`config.mk`:
```
export PLATFORM = sky130hd
export DESIGN_NAME = fifo_stream_top
export DESIGN_NICKNAME = d
export VERILOG_FILES = /design/src/rtl/fifo_stream_pkg.sv /design/src/rtl/fifo_stream_if.sv /design/src/rtl/fifo_stream_fifo.sv /design/src/rtl/fifo_stream_sink.sv /design/src/rtl/fifo_stream_source.sv /design/src/rtl/fifo_stream_top.sv
export SDC_FILE = /design/constraint.sdc
export NUM_CORES = 1
export LEC_CHECK = 0
export ABC_AREA = 1
export BUFFER_PORTS_ARGS = -buffer_cell sky130_fd_sc_hd__buf_4
export CORE_MARGIN = 5
export CORE_UTILIZATION = 55
export CTS_CLUSTER_SIZE = 30
export DETAILED_ROUTE_END_ITERATION = 6
export GPL_ROUTABILITY_DRIVEN = 1
export PLACE_DENSITY_LB_ADDON = 0.25
export SYNTH_ARGS = -nofsm -noshare
export SYNTH_HDL_FRONTEND = slang
export SYNTH_SLANG_ARGS = --single-unit
```
`constraint.sdc`:
```
create_clock -name clk_i -period 2.2 [get_ports clk_i]
set_input_delay 0.22 -clock clk_i [delete_from_list [all_inputs] [get_ports clk_i]]
set_output_delay 0.22 -clock clk_i [all_outputs]
set_load 0.1 [all_outputs]
```
`src/rtl/fifo_stream_pkg.sv`:
```
// fifo_stream_pkg: shared default width, data type and counter-width helper
package fifo_stream_pkg;
  localparam int DEFAULT_WIDTH = 8;
  typedef logic [DEFAULT_WIDTH-1:0] data_t;
  function automatic int cw(input int n);
    return n > 1 ? $clog2(n) : 1;
  endfunction
endpackage

```
`src/rtl/fifo_stream_if.sv`:
```
// fifo_stream_if: valid/ready/data stream bundle with producer and consumer views
interface fifo_stream_if import fifo_stream_pkg::*; #(
  parameter int WIDTH = DEFAULT_WIDTH
);
  logic [WIDTH-1:0] data;
  logic valid;
  logic ready;
  modport master (output data, output valid, input ready);
  modport slave (input data, input valid, output ready);
endinterface

```
`src/rtl/fifo_stream_fifo.sv`:
```
// fifo_stream_fifo: circular buffer followed by a registered output stage
module fifo_stream_fifo import fifo_stream_pkg::*; #(
  parameter int WIDTH = DEFAULT_WIDTH,
  parameter int DEPTH = 8
) (
  input logic clk_i,
  input logic rstn_i,
  fifo_stream_if.slave s,
  fifo_stream_if.master m
);
  localparam int PW = cw(DEPTH);
  localparam int CW = cw(DEPTH + 1);
  logic [WIDTH-1:0] mem_q [DEPTH];
  logic [PW-1:0] wr_q, wr_d, rd_q, rd_d;
  logic [CW-1:0] count_q, count_d;
  logic [WIDTH-1:0] data_q, data_d;
  logic valid_q, valid_d, wr, rd, adv;
  assign s.ready = count_q < CW'(DEPTH);
  always_comb begin
    wr = s.valid && s.ready;
    adv = !valid_q || m.ready;
    rd = adv && count_q != '0;
    wr_d = wr ? wr_q + 1'b1 : wr_q;
    rd_d = rd ? rd_q + 1'b1 : rd_q;
    count_d = count_q + CW'(wr) - CW'(rd);
    data_d = rd ? mem_q[rd_q] : data_q;
    valid_d = adv ? rd : valid_q;
  end
  always_ff @(posedge clk_i) begin
    wr_q <= rstn_i ? wr_d : '0;
    rd_q <= rstn_i ? rd_d : '0;
    count_q <= rstn_i ? count_d : '0;
    data_q <= rstn_i ? data_d : '0;
    valid_q <= rstn_i ? valid_d : 1'b0;
  end
  always_ff @(posedge clk_i) begin
    if (wr) mem_q[wr_q] <= s.data;
  end
  assign m.data = data_q;
  assign m.valid = valid_q;
endmodule

```
`src/rtl/fifo_stream_sink.sv`:
```
// fifo_stream_sink: consumer that waits DELAYSINK cycles of valid input before accepting
module fifo_stream_sink import fifo_stream_pkg::*; #(
  parameter int DELAYSINK = 0
) (
  input logic clk_i,
  input logic rstn_i,
  fifo_stream_if.slave s
);
  localparam int WW = cw(DELAYSINK + 1);
  logic [WW-1:0] w_q, w_d;
  logic at_max;
  always_comb begin
    at_max = w_q == WW'(DELAYSINK);
    s.ready = s.valid && at_max;
    w_d = s.ready ? '0 : (s.valid && !at_max) ? w_q + 1'b1 : w_q;
  end
  always_ff @(posedge clk_i) begin
    w_q <= rstn_i ? w_d : '0;
  end
endmodule

```
`src/rtl/fifo_stream_source.sv`:
```
// fifo_stream_source: counting word generator with an optional idle gap after each transfer
module fifo_stream_source import fifo_stream_pkg::*; #(
  parameter int WIDTH = DEFAULT_WIDTH,
  parameter int DELAYSOURCE = 0
) (
  input logic clk_i,
  input logic rstn_i,
  fifo_stream_if.master m
);
  localparam int GW = cw(DELAYSOURCE + 1);
  logic [WIDTH-1:0] data_q, data_d;
  logic valid_q, valid_d, xfer;
  logic [GW-1:0] gap_q, gap_d, gap_dec;
  always_comb begin
    xfer = valid_q && m.ready;
    gap_dec = gap_q != '0 ? gap_q - 1'b1 : gap_q;
    data_d = data_q;
    valid_d = valid_q;
    gap_d = gap_dec;
    if (xfer && DELAYSOURCE > 0) begin
      valid_d = 1'b0;
      gap_d = GW'(DELAYSOURCE);
    end else if ((!valid_q || xfer) && gap_dec == '0) begin
      valid_d = 1'b1;
      data_d = data_q + 1'b1;
    end
  end
  always_ff @(posedge clk_i) begin
    data_q <= rstn_i ? data_d : '0;
    valid_q <= rstn_i ? valid_d : 1'b0;
    gap_q <= rstn_i ? gap_d : '0;
  end
  assign m.data = data_q;
  assign m.valid = valid_q;
endmodule

```
`src/rtl/fifo_stream_top.sv`:
```
// fifo_stream_top: source -> fifo -> sink pipeline exposing the fifo output stream and handshakes
module fifo_stream_top import fifo_stream_pkg::*; #(
  parameter int WIDTH = DEFAULT_WIDTH,
  parameter int DEPTH = 8,
  parameter int DELAYSOURCE = 0,
  parameter int DELAYSINK = 0
) (
  input logic clk_i,
  input logic rstn_i,
  output logic [WIDTH-1:0] data_o,
  output logic valid_o,
  output logic sink_ready_o,
  output logic fifo_ready_o,
  output logic src_valid_o
);
  fifo_stream_if #(.WIDTH(WIDTH)) src_s ();
  fifo_stream_if #(.WIDTH(WIDTH)) out_s ();
  fifo_stream_source #(.WIDTH(WIDTH), .DELAYSOURCE(DELAYSOURCE)) u_src (
    .clk_i(clk_i), .rstn_i(rstn_i), .m(src_s)
  );
  fifo_stream_fifo #(.WIDTH(WIDTH), .DEPTH(DEPTH)) u_fifo (
    .clk_i(clk_i), .rstn_i(rstn_i), .s(src_s), .m(out_s)
  );
  fifo_stream_sink #(.DELAYSINK(DELAYSINK)) u_sink (
    .clk_i(clk_i), .rstn_i(rstn_i), .s(out_s)
  );
  assign data_o = out_s.data;
  assign valid_o = out_s.valid;
  assign sink_ready_o = out_s.ready;
  assign fifo_ready_o = src_s.ready;
  assign src_valid_o = src_s.valid;
endmodule

```
==> summary.md <==
| Metric | Value |
|---|---|
| Worst hold-check path type | input port to flip-flop |
| Via count | 2689 |
| Remaining DRCs | 0 |
| Leak pwr | 1.94 nW |
| GPL Wtd Cong | 0.789 |
| Final hold slack | 0.107 ns |
| First drt pass iteration count | 5 |
| Grt ovf | 0 |
| Diode count | 0 |
| DRT Wirelength | 7.64 mm |
| Crit start category | flip-flop |
| Worst path arrival time | 2.20 ns |
| Post-Synth Simple-Gate Area | 20.9% |
| I/O pin count | 14 |
| Placed Cells incl. Taps | 523 |
| Reg power frac | 37.6% |
| Fin Clk Skew | 0.0123 ns |
| Register area share after synthesis | 62.8% |
| Synth Area in Compound Gates | 3.20% |
| CTS Sinks | 93 |
| Status | completed |
| Sw Ratio | 41.6% |
| Required time of the critical path | 2.43 ns |
| R2R Path Start | u_fifo.count_q[3] |
| Area share of the largest cell type after synthesis | 48.2% |
| Netlist cell types | 26 |
| Die height | 95.1 um |
| Commonest non-fill, non-tap cell in the layout | nand2_1 |
| Post-CTS setup buffer count | 0 |
| Non-filler instance count after layout | 539 |
| Initial antenna violation count | 0 |
| Reg clk slew, reported paths | 0.08 ns |
| Critical Path End | u_fifo.count_q[2] |
| Flops & latches, synth | 93 |
| Post-Synth XOR/XNOR Area | 0.439% |
| PwrDens | 1330 nW/um2 |
| Initial Utilization | 55.9% |
| Hold Buf Count CTS | 0 |
| Row Count | 31 |
| Post-DP Area | 4260 um2 |
| ANT nets after route | 0 |
| Max incr delay on CP | 0.35 ns |
| Die width | 95.1 um |
| Synthesized area | 3990 um2 |
| Flop2flop setup slack | 0.23 ns |
| Synth area leaders | edfxtp_1, dfxtp_1, nand2_1, nand3_1, inv_1 |
| Max Fanout on Critical Path | 10 |
| Largest family of logic cells by synthesized area | simple AND/OR/NAND/NOR gates |
| Drt initial violations | 245 |
| Synthesized instance count | 414 |
| Total track usage | 19.2% |
| Cts bufs inserted | 9 |
| Adder-cell share of the synthesized area | 3.01% |
| Final Max Tran Viols | 0 |
| Clock network fraction of total power | 20.8% |
| P_int | 0.00348 W |
| Die area | 9050 um2 |
| Post-cts sizing count | 0 |
| R2R cell count | 11 |
| Clk_lat worst skew | 0.36 ns |
| Crit-path cells | clkinvlp_4, ha_4, nand3_2, nand2_4, inv_6, ha_4, inv_2, ha_4, fa_2, xnor2_1, nor2_1 |
| Maximum VDD drop | 0.000932 V |
| Total power | 0.00596 W |
| Post-synth EDFFs | 64 |
| Most used cell, CP | ha_4 |
| Setup violations, final | 0 |
| CTS tree | built |
| Vias in the first global route | 2627 |
| Net switching power | 0.00248 W |
| FF-to-FF End | u_fifo.count_q[2] |
| H-Tree Depth | 3 |
| Final Cell Area | 4480 um2 |
| Fraction of layout cells with a size suffix above 1 | 13.6% |
| Vias/cell | 4.99 |
| Largest net degree at the start of global routing | 35 |
| Synth async-reset ratio | 0% |
| Nets | 446 |
| Final Hold Vio Count | 0 |
| Total Neg Setup Slack | 0 ns |
| Yosys top cell by area | edfxtp_1 |
| Max clock buf depth | 2 |
| Min Tclk post-route | 1.97 ns |
| RSZ-0062 raised after global routing | false |
| Crit path kind | flip-flop to flip-flop |
| Logic pwr share | 41.6% |
| Routed len/inst | 14.2 um |
| Multiplexer share of the synthesized area | 0% |
| Ys Warns | 0 |
| Mapped Avg Cell Area | 9.63 um2 |
| Most frequent cells in the layout | nand2_1, inv_1, edfxtp_1 |
| First-pass GRT wire length | 12.8 mm |
| Post-synth net total | 425 |
| CTS root buf | clkbuf_8 |
| Upper clock frequency limit | 507 MHz |
| IO Port Bufs | 13 |
| Final period util | 89.7% |
| Critical path origin | u_fifo.count_q[3] |
| CP Capture Type | flip-flop |
| Worst-margin pin slew | 0.747 ns |
| MaxCap Viol Count | 0 |
| Most used flip-flop cell after synthesis | edfxtp_1 |
| Area Overhead vs Synth | 12.4% |
| Crit-path slowest cell | dfxtp_2 |
| Max-slew headroom | 50.0% |
| Detail Placement HPWL | 4.99 mm |
| Core box area | 7140 um2 |
==> area by class of cell <==
type,count,area (um2)
Clock inverter,6,86.3
Tap cell,99,124
Fill cell,604,2660
Clock buffer,10,138
Inverter,72,284
Timing Repair Buffer,25,188
Multi-Input combinational cell,234,1160
Sequential cell,93,2510
==> registers in the layout (all words and copies together), names as in the netlist <==
signal and flops:
u_fifo.count_q 4, u_fifo.m.data 8, u_fifo.m.valid 1, u_fifo.mem_q 64, u_fifo.rd_q 3, u_fifo.wr_q 3, u_sink.w_q 1, u_src.m.data 8
u_src.m.valid 1
==> per-layer routing <==
layer	track usage (%)	routed length, um	vias to the layer above
li1	-	-	1365
met1	24.9	3410	1243
met4	5.65	79	0
met3	5.29	418	9
met5	0	0	-
met2	31.5	3730	72
==> metrics by stage <==
stage	util, %	setup WS, ns
floorplan	-	-0.192
global placement	59.7	0.274
detailed placement	59.7	0.235
CTS	62.8	0.210
global route	62.8	0.138
finish	62.8	0.227
==> power by group through the flow <==
| stage | clock network (W) | registers [W] | logic (W) |
|---|---|---|---|
| final | 0.00124 | 0.00224 | 0.00248 |
| after detailed placement | 0 | 0.00228 | 0.00250 |
| after CTS | 0.00127 | 0.00225 | 0.00250 |
| after global routing | 0.00135 | 0.00227 | 0.00275 |
| after floorplan | 0 | 0.00286 | 0.00144 |
| after global placement | 0 | 0.00227 | 0.00245 |
==> cells by family (layout without fill, tap and decap cells) <==
| family | Yosys count | after routing |
|---|---|---|
| AND/OR/NAND/NOR | 198 | 198 |
| XOR/XNOR | 2 | 2 |
| flip-flops | 93 | 93 |
| adder cells (fa/ha/maj) | 9 | 9 |
| buffers and inverters | 87 | 113 |
| AO/OA/AOI/OAI | 25 | 25 |
==> synthesized netlist by cell type, types with 3 or more instances <==
cell type	count
nand3_1	52
a21oi_1	18
dfxtp_1	29
ha_1	8
inv_1	68
buf_6	6
nor2_1	22
clkbuf_1	3
o21ai_0	5
nand2_1	117
buf_2	5
edfxtp_1	64
==> worst max-delay path, delay by kind of cell (launching register included) <==
| family | cells | cell delay (ns) |
|---|---|---|
| fa+ha+maj | 4 | 0.89 |
| flops | 1 | 0.35 |
| simple gates | 3 | 0.24 |
| buf+inv | 3 | 0.19 |
| xor+xnor | 1 | 0.18 |
==> worst min path at each step <==
| stage | slack [ns] | startpoint | end | cells past startpoint |
|---|---|---|---|---|
| 3_5_place_dp | 0.43 | u_fifo.m.valid | u_sink.w_q | 1 |
| 2_1_floorplan | 0.31 | rstn_i | u_src.m.valid | 1 |
| 4_1_cts | 0.09 | rstn_i | u_src.m.valid | 1 |
| 5_1_grt | 0.09 | rstn_i | u_src.m.valid | 1 |
| 3_3_place_gp | 0.42 | u_fifo.m.valid | u_sink.w_q | 1 |
| 6_report | 0.11 | rstn_i | u_src.m.valid | 1 |
(Power assumes the default switching activity.)
